--- config.mk ---
export PLATFORM = sky130hd
export DESIGN_NAME = axil_cfg_regfile
export DESIGN_NICKNAME = d
export VERILOG_FILES = /design/src/rtl/axil_cfg_regfile_pkg.sv /design/src/rtl/axil_cfg_regfile_fsm.sv /design/src/rtl/axil_cfg_regfile.sv
export SDC_FILE = /design/constraint.sdc
export NUM_CORES = 1
export LEC_CHECK = 0
export BUFFER_PORTS_ARGS = -buffer_cell sky130_fd_sc_hd__buf_2
export CAP_MARGIN = 20
export CORE_MARGIN = 1.5
export CORE_UTILIZATION = 35
export CTS_CLUSTER_SIZE = 40
export DETAILED_ROUTE_END_ITERATION = 10
export GPL_TIMING_DRIVEN = 0
export SLEW_MARGIN = 30
export SYNTH_ARGS = -nofsm -noshare
export SYNTH_HDL_FRONTEND = slang
export SYNTH_HIERARCHICAL = 1
export SYNTH_SLANG_ARGS = --single-unit
--- constraint.sdc ---
create_clock -name clk -period 4.8 [get_ports clk]
set_input_delay 0.48 -clock clk [delete_from_list [all_inputs] [get_ports clk]]
set_output_delay 0.48 -clock clk [all_outputs]
set_load 0.005 [all_outputs]
--- src/rtl/axil_cfg_regfile_pkg.sv ---
// Shared constants for the batch-accelerator AXI4-Lite register file:
// register word offsets, bit positions, response codes and FSM encoding.
package axil_cfg_regfile_pkg;

  // Word offsets (byte address >> 2)
  localparam int OFF_CTRL     = 0;
  localparam int OFF_STATUS   = 1;
  localparam int OFF_CFG_BASE = 2;

  // CTRL bit positions
  localparam int CTRL_MATW  = 0;
  localparam int CTRL_RUN   = 1;
  localparam int CTRL_LAST  = 2;
  localparam int CTRL_START = 8;
  localparam int CTRL_IRQEN = 9;

  // STATUS bit positions
  localparam int STAT_BUSY = 0;
  localparam int STAT_DONE = 1;
  localparam int STAT_SERR = 2;

  localparam logic [1:0] RESP_OKAY   = 2'b00;
  localparam logic [1:0] RESP_SLVERR = 2'b10;

  typedef enum logic [2:0] {
    ST_IDLE,
    ST_W_ADDR,   // AW accepted, waiting for W
    ST_W_DATA,   // W accepted, waiting for AW
    ST_W_RESP,
    ST_R_RESP
  } state_t;

  // Expand WSTRB into a per-bit write mask
  function automatic logic [31:0] strb_mask(input logic [3:0] strb);
    return {{8{strb[3]}}, {8{strb[2]}}, {8{strb[1]}}, {8{strb[0]}}};
  endfunction

endpackage

--- src/rtl/axil_cfg_regfile_fsm.sv ---
// AXI4-Lite handshake engine: accepts AW/W in any order, serialises writes
// ahead of reads, and presents a single-cycle commit/capture to the regfile.
module axil_lite_fsm
  import axil_cfg_regfile_pkg::*;
#(
  parameter int ADDR_W = 12
) (
  input  logic              clk,
  input  logic              reset,
  input  logic [ADDR_W-1:0] S_AXI_AWADDR,
  input  logic              S_AXI_AWVALID,
  output logic              S_AXI_AWREADY,
  input  logic [31:0]       S_AXI_WDATA,
  input  logic [3:0]        S_AXI_WSTRB,
  input  logic              S_AXI_WVALID,
  output logic              S_AXI_WREADY,
  output logic [1:0]        S_AXI_BRESP,
  output logic              S_AXI_BVALID,
  input  logic              S_AXI_BREADY,
  input  logic [ADDR_W-1:0] S_AXI_ARADDR,
  input  logic              S_AXI_ARVALID,
  output logic              S_AXI_ARREADY,
  output logic [31:0]       S_AXI_RDATA,
  output logic [1:0]        S_AXI_RRESP,
  output logic              S_AXI_RVALID,
  input  logic              S_AXI_RREADY,
  output logic              wr_commit,
  output logic [ADDR_W-1:0] wr_addr,
  output logic [31:0]       wr_data,
  output logic [3:0]        wr_strb,
  input  logic              wr_err,
  output logic              rd_capture,
  output logic [ADDR_W-1:0] rd_addr,
  input  logic [31:0]       rd_data,
  input  logic              rd_err
);

  state_t            state;
  logic [ADDR_W-1:0] aw_q;
  logic [31:0]       w_q;
  logic [3:0]        strb_q;
  logic              aw_hs, w_hs, ar_hs;

  // Readies decode from state; AR is held off whenever a write is offered in IDLE
  always_comb begin
    S_AXI_AWREADY = ~reset & (state == ST_IDLE || state == ST_W_DATA);
    S_AXI_WREADY  = ~reset & (state == ST_IDLE || state == ST_W_ADDR);
    S_AXI_ARREADY = ~reset & (state == ST_IDLE) & ~S_AXI_AWVALID & ~S_AXI_WVALID;
    aw_hs = S_AXI_AWVALID & S_AXI_AWREADY;
    w_hs  = S_AXI_WVALID  & S_AXI_WREADY;
    ar_hs = S_AXI_ARVALID & S_AXI_ARREADY;
    wr_commit = (state == ST_IDLE   && aw_hs && w_hs) ||
                (state == ST_W_ADDR && w_hs) ||
                (state == ST_W_DATA && aw_hs);
    wr_addr    = (state == ST_W_ADDR) ? aw_q   : S_AXI_AWADDR;
    wr_data    = (state == ST_W_DATA) ? w_q    : S_AXI_WDATA;
    wr_strb    = (state == ST_W_DATA) ? strb_q : S_AXI_WSTRB;
    rd_capture = ar_hs;
    rd_addr    = S_AXI_ARADDR;
  end

  // Handshake state machine with registered response channels
  always_ff @(posedge clk) begin
    if (reset) begin
      state        <= ST_IDLE;
      aw_q         <= '0;
      w_q          <= '0;
      strb_q       <= '0;
      S_AXI_BVALID <= 1'b0;
      S_AXI_BRESP  <= RESP_OKAY;
      S_AXI_RVALID <= 1'b0;
      S_AXI_RRESP  <= RESP_OKAY;
      S_AXI_RDATA  <= '0;
    end else begin
      if (wr_commit) begin
        state       <= ST_W_RESP;
        S_AXI_BRESP <= wr_err ? RESP_SLVERR : RESP_OKAY;
      end
      case (state)
        ST_IDLE: begin
          if (!wr_commit) begin
            if (aw_hs) begin
              aw_q  <= S_AXI_AWADDR;
              state <= ST_W_ADDR;
            end else if (w_hs) begin
              w_q    <= S_AXI_WDATA;
              strb_q <= S_AXI_WSTRB;
              state  <= ST_W_DATA;
            end else if (ar_hs) begin
              S_AXI_RDATA  <= rd_data;
              S_AXI_RRESP  <= rd_err ? RESP_SLVERR : RESP_OKAY;
              S_AXI_RVALID <= 1'b1;
              state        <= ST_R_RESP;
            end
          end
        end
        // BVALID rises one cycle after the commit edge
        ST_W_RESP: begin
          if (!S_AXI_BVALID) S_AXI_BVALID <= 1'b1;
          else if (S_AXI_BREADY) begin
            S_AXI_BVALID <= 1'b0;
            state        <= ST_IDLE;
          end
        end
        ST_R_RESP: begin
          if (S_AXI_RREADY) begin
            S_AXI_RVALID <= 1'b0;
            state        <= ST_IDLE;
          end
        end
        default: ;
      endcase
    end
  end

endmodule

--- src/rtl/axil_cfg_regfile.sv ---
// Control/status/config register file for the batch accelerator behind an
// AXI4-Lite slave; drives CTRL levels, a start pulse, config words and irq.
module axil_cfg_regfile
  import axil_cfg_regfile_pkg::*;
#(
  parameter int ADDR_W   = 12,
  parameter int NCFG     = 5,
  parameter int CFG_W    = 9,
  parameter bit ERR_RESP = 1'b1
) (
  input  logic                  clk,
  input  logic                  reset,
  input  logic [ADDR_W-1:0]     S_AXI_AWADDR,
  input  logic                  S_AXI_AWVALID,
  output logic                  S_AXI_AWREADY,
  input  logic [31:0]           S_AXI_WDATA,
  input  logic [3:0]            S_AXI_WSTRB,
  input  logic                  S_AXI_WVALID,
  output logic                  S_AXI_WREADY,
  output logic [1:0]            S_AXI_BRESP,
  output logic                  S_AXI_BVALID,
  input  logic                  S_AXI_BREADY,
  input  logic [ADDR_W-1:0]     S_AXI_ARADDR,
  input  logic                  S_AXI_ARVALID,
  output logic                  S_AXI_ARREADY,
  output logic [31:0]           S_AXI_RDATA,
  output logic [1:0]            S_AXI_RRESP,
  output logic                  S_AXI_RVALID,
  input  logic                  S_AXI_RREADY,
  input  logic                  busy,
  input  logic                  done_evt,
  output logic                  matw,
  output logic                  run,
  output logic                  last,
  output logic                  start,
  output logic [NCFG*CFG_W-1:0] cfg,
  output logic                  irq
);

  logic                  wr_commit, wr_err, rd_capture, rd_err;
  logic [ADDR_W-1:0]     wr_addr, rd_addr;
  logic [31:0]           wr_data, rd_data, wmask;
  logic [3:0]            wr_strb;
  logic [2:0]            ctrl_lvl;
  logic                  irq_en, done, start_err;
  logic [NCFG-1:0][CFG_W-1:0] cfg_q;
  logic                  wr_ctrl, wr_stat;
  logic                  start_req, done_clr, serr_clr;
  int                    wr_w, wr_k, rd_w, rd_k;
  logic                  unused_ok;

  axil_lite_fsm #(.ADDR_W(ADDR_W)) u_fsm (
    .clk, .reset,
    .S_AXI_AWADDR, .S_AXI_AWVALID, .S_AXI_AWREADY,
    .S_AXI_WDATA, .S_AXI_WSTRB, .S_AXI_WVALID, .S_AXI_WREADY,
    .S_AXI_BRESP, .S_AXI_BVALID, .S_AXI_BREADY,
    .S_AXI_ARADDR, .S_AXI_ARVALID, .S_AXI_ARREADY,
    .S_AXI_RDATA, .S_AXI_RRESP, .S_AXI_RVALID, .S_AXI_RREADY,
    .wr_commit, .wr_addr, .wr_data, .wr_strb, .wr_err,
    .rd_capture, .rd_addr, .rd_data, .rd_err
  );

  assign unused_ok = ^{wr_data, wr_addr[1:0], rd_addr[1:0], rd_capture};
  assign {last, run, matw} = ctrl_lvl;
  assign cfg = cfg_q;

  // Write decode and side-effect qualifiers
  always_comb begin
    wr_w      = int'(wr_addr[ADDR_W-1:2]);
    wr_k      = wr_w - OFF_CFG_BASE;
    wr_ctrl   = (wr_w == OFF_CTRL);
    wr_stat   = (wr_w == OFF_STATUS);
    wr_err    = ERR_RESP & ~(wr_ctrl | wr_stat | (wr_k >= 0 && wr_k < NCFG));
    wmask     = strb_mask(wr_strb);
    start_req = wr_commit & wr_ctrl & wr_strb[1] & wr_data[CTRL_START];
    done_clr  = wr_commit & wr_stat & wr_strb[0] & wr_data[STAT_DONE];
    serr_clr  = wr_commit & wr_stat & wr_strb[0] & wr_data[STAT_SERR];
  end

  // Read mux; sampled by the FSM on the AR handshake edge
  always_comb begin
    rd_w    = int'(rd_addr[ADDR_W-1:2]);
    rd_k    = rd_w - OFF_CFG_BASE;
    rd_data = '0;
    rd_err  = 1'b0;
    if (rd_w == OFF_CTRL) begin
      rd_data[CTRL_LAST:CTRL_MATW] = ctrl_lvl;
      rd_data[CTRL_IRQEN]          = irq_en;
    end else if (rd_w == OFF_STATUS) begin
      rd_data[STAT_BUSY] = busy;
      rd_data[STAT_DONE] = done;
      rd_data[STAT_SERR] = start_err;
    end else if (rd_k >= 0 && rd_k < NCFG) begin
      for (int k = 0; k < NCFG; k++)
        if (rd_k == k) rd_data[CFG_W-1:0] = cfg_q[k];
    end else begin
      rd_err = ERR_RESP;
    end
  end

  // Register storage, sticky status (set beats W1C clear) and irq
  always_ff @(posedge clk) begin
    if (reset) begin
      ctrl_lvl  <= '0;
      irq_en    <= 1'b0;
      done      <= 1'b0;
      start_err <= 1'b0;
      start     <= 1'b0;
      irq       <= 1'b0;
      cfg_q     <= '0;
    end else begin
      start     <= start_req & ~busy;
      done      <= (done & ~done_clr) | done_evt;
      start_err <= (start_err & ~serr_clr) | (start_req & busy);
      irq       <= done & irq_en;
      if (wr_commit && wr_ctrl) begin
        if (wr_strb[0]) ctrl_lvl <= wr_data[CTRL_LAST:CTRL_MATW];
        if (wr_strb[1]) irq_en   <= wr_data[CTRL_IRQEN];
      end
      for (int k = 0; k < NCFG; k++)
        if (wr_commit && wr_k == k)
          cfg_q[k] <= (cfg_q[k] & ~wmask[CFG_W-1:0]) | (wr_data[CFG_W-1:0] & wmask[CFG_W-1:0]);
    end
  end

endmodule

==> flow_metrics.env, run 1 <==
export IMPL_die_area_um2=16800
export IMPL_area_growth_pct=27.4
export IMPL_finClkSkew_ns=0.00649
export IMPL_fill_cells=1649
export IMPL_numCtsBuffers=17
export IMPL_grt_pass1_wl_mm=26.1
export IMPL_ff_latch_area_um2=2280
export IMPL_holdWs_ns=0.246
export IMPL_synth_cells=636
export IMPL_cp_start_kind="flip-flop"
export IMPL_cts_sinks=114
export IMPL_critPathMaxFanout=10
export IMPL_grtUsageTotal_pct=20.1
export IMPL_fp_dieW_um=130
export IMPL_reg2reg_from="u_fsm/state[0]"
export IMPL_setup_viol=0
export IMPL_r2r_cells=10
export IMPL_core_um2=15800
export IMPL_wl_mm=16.4
export IMPL_post_route_drc_count=0
export IMPL_hold_viol=0
export IMPL_path_class="reg2reg"
export IMPL_yosysWarnings=6
export IMPL_max_clock_path_buffers=2
export IMPL_nNetsFinal=869
export IMPL_slew_headroom_pct=44.8
export IMPL_utilization_pct=45.4
export IMPL_tightest_slew_ns=0.826
export IMPL_place_hpwl_mm=12.1
export IMPL_cts_tree="yes"
export IMPL_rows=46
export IMPL_cts_resized_gates=0
export IMPL_multi_input_area_um2=3030
export IMPL_ff2ff_setup_slack_ns=0.84
export IMPL_cts_htree_levels=4
export IMPL_period_needed_ns=3.96
export IMPL_initialDrtViolationCount=323
export IMPL_ant_nets=0
export IMPL_min_from="busy"
export IMPL_antenna_found_initial=1
export IMPL_period_share_pct=82.5
export IMPL_hold_depth=2
export IMPL_worstPathArrival_ns=4.25
export IMPL_hold_buffers=0
export IMPL_holdPathEnd="start"
export IMPL_clk_pin_slew_worst_paths_ns=0.06
export IMPL_tns_ns=0
export IMPL_fmax_ghz=0.252
export IMPL_drt_wirelength_per_cell_um=16.0
export IMPL_grt_overflow=0
export IMPL_status="complete, no violations"
export IMPL_first_global_vias=4927
export IMPL_clk_latency_ns=0.42
export IMPL_rsz0062_at_grt="false"
export IMPL_start_util_pct=35.7
export IMPL_postCtsSetupRepairBufs=0
export IMPL_netlist_area_um2=5630
export IMPL_final_common_cell="buf_2"
export IMPL_viasPerCell=4.98
export IMPL_maxSlewViolCount=0
export IMPL_cap_violations=0
export IMPL_power_leakage_nw=3.28
export IMPL_dr_pass1_iters=5
export IMPL_grt_max_degree=17
export IMPL_die_h_um=130
export IMPL_syn_area_per_cell_um2=8.85
export IMPL_irDropWorstVdd_mv=0.241
export IMPL_pwr_density_cell_nw_per_um2=355
export IMPL_worstHoldPathType="in2reg"
export IMPL_layout_drive_gt1_share_pct=29.7
export IMPL_gp_congestion=0.825
export IMPL_cts_root_buffer="clkbuf_16"
export IMPL_required_ns=5.08
export IMPL_vias=5113
export IMPL_critPathCaptureType="flip-flop"
export IMPL_pin_count=160
export IMPL_final_cell_mix="buf_2, dfxtp_1, nor2_1"
export IMPL_portBuffers=119
==> worst max-delay path by stage <==
stage,from,end,cells after the start
after detailed placement,u_fsm/state[0],flip-flop,10
after global placement,u_fsm/state[0],flip-flop,10
after CTS,u_fsm/state[0],flip-flop,10
after global routing,u_fsm/state[0],flip-flop,10
final,u_fsm/state[0],flip-flop,10
after floorplan,u_fsm/state[0],flip-flop,10
==> through the flow <==
step                area [um2]  setup slack, ns  std cells  total power [mW]
global route              7160            0.484       1025              2.64
finish                    7170            0.838       1026              2.54
CTS                       7160            0.880       1025              2.55
floorplan                 5710             1.43        658              1.21
global placement          6580            0.905        993              1.31
detailed placement        6580            0.915        993              1.31
==> power breakdown <==
| group | switching [mW] | internal, mW | leakage (nW) | total (mW) |
|---|---|---|---|---|
| Clock | 0.466 | 0.787 | 0.277 | 1.25 |
| Combinational | 0.200 | 0.120 | 2.08 | 0.320 |
| Sequential | 0.00948 | 0.962 | 0.920 | 0.971 |
==> metal layers <==
| metal | track usage (%) | vias to the layer above | wire length, um |
|---|---|---|---|
| met5 | 0 | - | 0 |
| met4 | 6.14 | 0 | 204 |
| met3 | 6.56 | 15 | 1000 |
| met2 | 31.2 | 137 | 7320 |
| met1 | 26.7 | 2406 | 7850 |
| li1 | - | 2555 | - |
==> final cells by class <==
| class | count | area share [%] |
|---|---|---|
| clock buffer | 19 | 6.32 |
| buffer | 72 | 5.15 |
| timing repair buffer | 119 | 8.31 |
| clock inverter | 13 | 1.89 |
| tap | 216 | 3.77 |
| sequential | 114 | 31.8 |
| antenna | 1 | 0.0349 |
| multi-input combinational | 464 | 42.3 |
| inverter | 8 | 0.419 |
==> critical path, cell delays in order (launching register included) <==
cell     delay (ns)
dfxtp_1        0.40
buf_4          0.19
nor3b_1        0.28
buf_4          0.25
mux2_2         0.40
or4_1          0.57
nor2_1         0.20
mux2i_2        0.64
nand4_2        0.54
mux2i_1        0.29
nor2_1         0.06
No activity file was read; power rests on OpenSTA's default activity.
==> inputs of run 2 (changes only) <==
--- a/config.mk
+++ b/config.mk
@@ -5,6 +5,7 @@
 export SDC_FILE = /design/constraint.sdc
 export NUM_CORES = 1
 export LEC_CHECK = 0
+export ABC_AREA = 1
 export BUFFER_PORTS_ARGS = -buffer_cell sky130_fd_sc_hd__buf_2
 export CAP_MARGIN = 20
 export CORE_MARGIN = 1.5
==> constraint.sdc (replaced) <==
create_clock -name clk -period 3.8 [get_ports clk]
set_input_delay 0.38 -clock clk [delete_from_list [all_inputs] [get_ports clk]]
set_output_delay 0.38 -clock clk [all_outputs]
set_load 0.005 [all_outputs]
==> run 2 against run 1 <==
Compared with the run above: total power up 28%; sequential power up 29%; utilization down 0.77 points; highest routed layer unchanged.
==> flow_metrics.env, run 2 <==
export IMPL_vias=6090
export IMPL_clockPowerShare_pct=49.5
export IMPL_switchingPower_uw=850
export IMPL_clk_pin_slew_worst_paths_ns=0.05
export IMPL_hold_viol=0
export IMPL_numCtsBuffers=17
export IMPL_combPwrFrac_pct=12.0
export IMPL_cts_root_buffer="clkbuf_16"
export IMPL_n_antenna_cell=0
export IMPL_clk_latency_ns=0.42
export IMPL_grt_max_degree=17
export IMPL_report_power_total_mw=3.25
export IMPL_min_from="busy"
export IMPL_area_growth_pct=25.4
export IMPL_finClkSkew_ns=0.00844
export IMPL_dpl_instance_area_um2=7080
export IMPL_utilization_pct=44.7
export IMPL_tightest_slew_ns=0.508
export IMPL_irDropWorstVdd_mv=0.339
export IMPL_grtUsageTotal_pct=20.3
export IMPL_cp_start_kind="flip-flop"
export IMPL_worstHoldPathType="in2reg"
export IMPL_sw_frac_of_total_pct=26.1
export IMPL_viasPerCell=4.73
export IMPL_holdPathEnd="start"
export IMPL_initialDrtViolationCount=409
export IMPL_rsz0062_at_grt="false"
export IMPL_critPathCaptureType="flip-flop"
export IMPL_gp_congestion=0.885
export IMPL_drt_wirelength_per_cell_um=14.3
export IMPL_setup_viol=0
export IMPL_r2r_cells=16
export IMPL_portBuffers=119
export IMPL_core_um2=17200
export IMPL_tns_ns=0
export IMPL_dr_pass1_iters=5
export IMPL_worstPathArrival_ns=3.76
export IMPL_pwr_density_cell_nw_per_um2=424
export IMPL_fin_area_um2=7670
export IMPL_status="complete, no violations"
export IMPL_ant_nets=0
export IMPL_power_frac_seq_pct=38.5
export IMPL_cts_sinks=114
export IMPL_start_util_pct=35.6
export IMPL_required_ns=4.16
export IMPL_nNetsFinal=1123
export IMPL_postCtsSetupRepairBufs=0
export IMPL_path_class="reg2reg"
export IMPL_cts_tree="yes"
export IMPL_syn_area_per_cell_um2=6.88
export IMPL_synth_cells=890
export IMPL_hold_buffers=0
export IMPL_netlist_area_um2=6120
export IMPL_post_route_drc_count=0
export IMPL_pin_count=160
export IMPL_fmax_ghz=0.294
export IMPL_place_hpwl_mm=14.3
export IMPL_layout_drive_gt1_share_pct=23.6
export IMPL_reg2reg_from="u_fsm/state[2]"
export IMPL_slew_headroom_pct=66.1
export IMPL_period_needed_ns=3.40
export IMPL_antenna_found_initial=0
export IMPL_fp_dieW_um=135
export IMPL_grt_overflow=0
export IMPL_max_clock_path_buffers=2
export IMPL_fill_cells=1862
export IMPL_intPower_mw=2.40
export IMPL_die_h_um=135
export IMPL_ff2ff_setup_slack_ns=0.40
export IMPL_power_leakage_nw=3.56
export IMPL_cts_resized_gates=0
export IMPL_period_share_pct=89.5
export IMPL_cap_violations=0
export IMPL_final_cell_mix="nor2_1, buf_2, nand2_1"
export IMPL_cts_htree_levels=4
export IMPL_final_common_cell="nor2_1"
export IMPL_rows=48
export IMPL_first_global_vias=5558
export IMPL_hold_depth=2
export IMPL_grt_pass1_wl_mm=28.5
export IMPL_wl_mm=18.4
export IMPL_critPathMaxFanout=9
export IMPL_die_area_um2=18300
export IMPL_maxSlewViolCount=0
export IMPL_yosysWarnings=6
-- run 2: final cells by class --
type / count / area (um2) / share of cell area [%]
well taps: 225 / 282 / 3.67
plain buffers: 57 / 378 / 4.92
flip-flops and latches: 114 / 2280 / 29.7
repair buffers: 119 / 596 / 7.76
inverters: 74 / 282 / 3.67
multi-input cells: 667 / 3260 / 42.5
clock buffers: 18 / 429 / 5.59
clock inverters: 14 / 164 / 2.14
-- run 2: worst max-delay path: stages, from the launching register on --
cell     delay [ns]
dfxtp_1        0.50
nor2_4         0.07
nand2_2        0.10
buf_2          0.24
mux2_2         0.44
inv_2          0.13
ha_1           0.25
nand2_1        0.14
nor2_1         0.12
nand2_1        0.06
xor2_1         0.14
nand2_1        0.18
nor2_1         0.26
nand2_1        0.24
inv_1          0.29
nor2_1         0.07
nor2_1         0.10
-- run 2: through the flow --
stage / setup slack [ns] / instances / hold WS (ns)
after floorplan: 0.982 / 912 / 0.410
after global placement: 0.467 / 1256 / 0.416
after detailed placement: 0.461 / 1256 / 0.420
after CTS: 0.412 / 1288 / 0.174
after global routing: 0.123 / 1288 / 0.194
final: 0.399 / 1288 / 0.193
-- run 2: how the worst max path moves through the flow --
stage                              start        end  slack [ns]  depth (start not counted)
after floorplan           u_fsm/state[2]  flip-flop        0.98                         16
after global placement    u_fsm/state[2]  flip-flop        0.47                         16
after detailed placement  u_fsm/state[2]  flip-flop        0.46                         16
after CTS                 u_fsm/state[2]  flip-flop        0.41                         16
after global routing      u_fsm/state[2]  flip-flop        0.12                         16
final                     u_fsm/state[2]  flip-flop        0.40                         16
-- run 2: metal layers --
metal	share of wire [%]	GRT usage, %
met5	0	0
met1	49	27.5
met2	44	31.9
met3	5.4	4.34
met4	2.0	7.29
-- run 2: power groups by stage --
stage | clock network, mW | registers, mW | logic, mW
2_1_floorplan | 0 | 1.27 | 0.276
3_3_place_gp | 0 | 1.27 | 0.385
3_5_place_dp | 0 | 1.28 | 0.388
4_1_cts | 1.63 | 1.25 | 0.390
5_1_grt | 1.69 | 1.25 | 0.436
6_report | 1.61 | 1.25 | 0.392
==> inputs of run 3 (changes only) <==
--- a/config.mk
+++ b/config.mk
@@ -16,5 +16,4 @@
 export SLEW_MARGIN = 30
 export SYNTH_ARGS = -nofsm -noshare
 export SYNTH_HDL_FRONTEND = slang
-export SYNTH_HIERARCHICAL = 1
 export SYNTH_SLANG_ARGS = --single-unit
==> run 3 against run 2 <==
Compared with the run above: first-iteration DRC count decreased by 17%; sequential power decreased by 20%; die area decreased by 12%; largest power group is now sequential cells; combinational power shrank 17%; utilization decreased by 1.4 points; global-route usage decreased by 0.99 points; critical path depth grew 1; highest routed layer unchanged.
==> flow_metrics.env, run 3 <==
export IMPL_status="complete, no violations"
export IMPL_routed_top_layer="met4"
export IMPL_yosysTopAreaCell="dfxtp_1"
export IMPL_muxShareOfSynthArea_pct=1.44
export IMPL_netlist_area_um2=5400
export IMPL_required_ns=4.05
export IMPL_antenna_found_initial=0
export IMPL_yosys_area_share_simple_pct=32.5
export IMPL_r2r_cells=17
export IMPL_layout_drive_gt1_share_pct=21.5
export IMPL_synthAdderAreaFrac_pct=1.16
export IMPL_wl_met2_mm=6.78
export IMPL_worst_path_buf_inv=4
export IMPL_max_clock_path_buffers=2
export IMPL_n_antenna_cell=0
export IMPL_cts_htree_levels=3
export IMPL_slowest_delay_ns=0.41
export IMPL_min_from="busy"
export IMPL_die_h_um=127
export IMPL_grt_overflow=0
export IMPL_pin_count=160
export IMPL_clk_latency_ns=0.35
export IMPL_synth_cells=809
export IMPL_yosysWarnings=0
export IMPL_cp_slowest_cell="dfxtp_1"
export IMPL_cts_resized_gates=0
export IMPL_maxSlewViolCount=0
export IMPL_period_share_pct=80.6
export IMPL_grtUsageTotal_pct=19.3
export IMPL_dr_pass1_iters=4
export IMPL_pwr_density_cell_nw_per_um2=346
export IMPL_vias=5288
export IMPL_crit_chain="inv_2 -> nor3_1 -> nand2_1 -> nand2_2 -> inv_1 -> ha_1 -> nand2_1 -> nor2_1 -> nand2_1 -> nand3_1 -> nor2_1 -> nand2_1 -> inv_2 -> nand3_4 -> buf_6 -> o21bai_1 -> nor2_1"
export IMPL_synthTopCellsByCount="nand2_1, nor2_1, inv_1"
export IMPL_drt_wirelength_per_cell_um=13.5
export IMPL_fp_dieW_um=127
export IMPL_irDropWorstVdd_mv=0.240
export IMPL_cts_sinks=92
export IMPL_final_common_cell="nand2_1"
export IMPL_cp_top_family="simple AND/OR/NAND/NOR gates"
export IMPL_numCtsBuffers=9
export IMPL_fin_ws_ns=0.737
export IMPL_grt_pass1_wl_mm=24.5
export IMPL_first_global_vias=4805
export IMPL_worstHoldPathType="in2reg"
export IMPL_synth_most_common_cell="nand2_1"
export IMPL_area_growth_pct=21.6
export IMPL_rows=45
export IMPL_holdWs_ns=0.236
export IMPL_cap_violations=0
export IMPL_initialDrtViolationCount=339
export IMPL_fmax_ghz=0.326
export IMPL_seq_area_frac_synth_pct=34.1
export IMPL_postCtsSetupRepairBufs=0
export IMPL_syn_area_per_cell_um2=6.67
export IMPL_dr_wl_met3_um=746
export IMPL_async_reset_ff_share_pct=0
export IMPL_cts_root_buffer="clkbuf_16"
export IMPL_path_class="reg2reg"
export IMPL_post_route_drc_count=0
export IMPL_grt_max_degree=17
export IMPL_cp_start_kind="flip-flop"
export IMPL_period_needed_ns=3.06
export IMPL_finClkSkew_ns=0.00957
export IMPL_hold_depth=2
export IMPL_core_um2=15100
export IMPL_nNetsFinal=1024
export IMPL_final_cell_mix="nand2_1, nor2_1, inv_1"
export IMPL_hold_buffers=0
export IMPL_clk_pin_slew_worst_paths_ns=0.07
export IMPL_critPathMaxFanout=10
export IMPL_power_leakage_nw=3.39
export IMPL_synth_edff_count=0
export IMPL_path_common_cell="nand2_1"
export IMPL_yosys_area_top_type_share_pct=34.1
export IMPL_synthFlopType="dfxtp_1"
export IMPL_synth_compound_area_share_pct=15.1
export IMPL_tightest_slew_ns=0.849
export IMPL_portBuffers=107
export IMPL_ys_types=42
export IMPL_tns_ns=0
export IMPL_gp_congestion=0.885
export IMPL_dp_slack_ns=0.631
export IMPL_critPathLaunch="u_fsm.state[0]"
export IMPL_setup_viol=0
export IMPL_critPathCaptureType="flip-flop"
export IMPL_rsz0062_at_grt="false"
export IMPL_synth_top_family_by_area="simple AND/OR/NAND/NOR gates"
export IMPL_fill_cells=1640
export IMPL_synthTopCellsByArea="dfxtp_1, nand2_1, nor2_1"
export IMPL_synth_xor_area_share_pct=0.812
export IMPL_viasPerCell=4.63
export IMPL_holdPathEnd="start"
export IMPL_die_area_um2=16200
export IMPL_start_util_pct=35.6
export IMPL_slew_headroom_pct=43.2
export IMPL_worstPathArrival_ns=3.31
export IMPL_wl_mm=15.4
export IMPL_ff2ff_setup_slack_ns=0.74
export IMPL_utilization_pct=43.3
export IMPL_reg2reg_from="u_fsm.state[0]"
export IMPL_place_hpwl_mm=11.9
export IMPL_wl_met1_mm=7.62
export IMPL_cts_tree="yes"
export IMPL_ant_nets=0
export IMPL_ys_ff_latch=92
export IMPL_hold_viol=0
[run 3: cell type report]
| cell class | count | area (um2) | share of cell area (%) |
|---|---|---|---|
| multi-input cells | 569 | 2840 | 43.3 |
| flip-flops and latches | 92 | 1840 | 28.1 |
| repair buffers | 107 | 536 | 8.16 |
| inverters | 122 | 458 | 6.98 |
| plain buffers | 49 | 340 | 5.19 |
| clock buffers | 10 | 239 | 3.64 |
| well taps | 188 | 235 | 3.59 |
| clock inverters | 6 | 68.8 | 1.05 |
[run 3: worst max-delay path by stage]
| stage | to | slack (ns) | cells past startpoint |
|---|---|---|---|
| after floorplan | u_fsm.S_AXI_BRESP[1] | 1.20 | 17 |
| after global placement | u_fsm.S_AXI_RDATA[0] | 0.68 | 17 |
| after detailed placement | u_fsm.S_AXI_RDATA[0] | 0.63 | 17 |
| after CTS | flip-flop | 0.73 | 17 |
| after global routing | flip-flop | 0.38 | 17 |
| final | flip-flop | 0.74 | 17 |
[run 3: metrics by stage]
| step | area, um2 | total power, mW | std cells |
|---|---|---|---|
| finish | 6560 | 2.27 | 1143 |
| CTS | 6560 | 2.28 | 1143 |
| detailed placement | 6250 | 1.34 | 1127 |
| global placement | 6250 | 1.34 | 1127 |
| global route | 6560 | 2.37 | 1143 |
| floorplan | 5480 | 1.25 | 832 |
[run 3: worst register-to-register path: stages, from the launching register on]
cell,delay [ns]
dfxtp_1,0.41
inv_2,0.08
nor3_1,0.38
nand2_1,0.12
nand2_2,0.15
inv_1,0.14
ha_1,0.23
nand2_1,0.13
nor2_1,0.09
nand2_1,0.06
nand3_1,0.07
nor2_1,0.16
nand2_1,0.14
inv_2,0.21
nand3_4,0.18
buf_6,0.19
o21bai_1,0.16
nor2_1,0.05
[run 3: cell families after synthesis]
logic type,Yosys count
other,1
AO/OA/AOI/OAI,136
adder cells (fa/ha/maj),5
multiplexers,7
buffers and inverters,171
XOR/XNOR,2
flip-flops,92
AND/OR/NAND/NOR,395
[run 3: per-layer routing]
metal  up-vias  track usage [%]
met5         -                0
met4         0             5.75
met3        17             2.97
met2       148             30.8
met1      2346             27.1
li1       2777                -
[run 3: power by group]
part	switching, mW	total (mW)	internal (mW)
Clock	0.412	0.945	0.533
Sequential	0.0128	1.00	0.987
Combinational	0.213	0.325	0.112
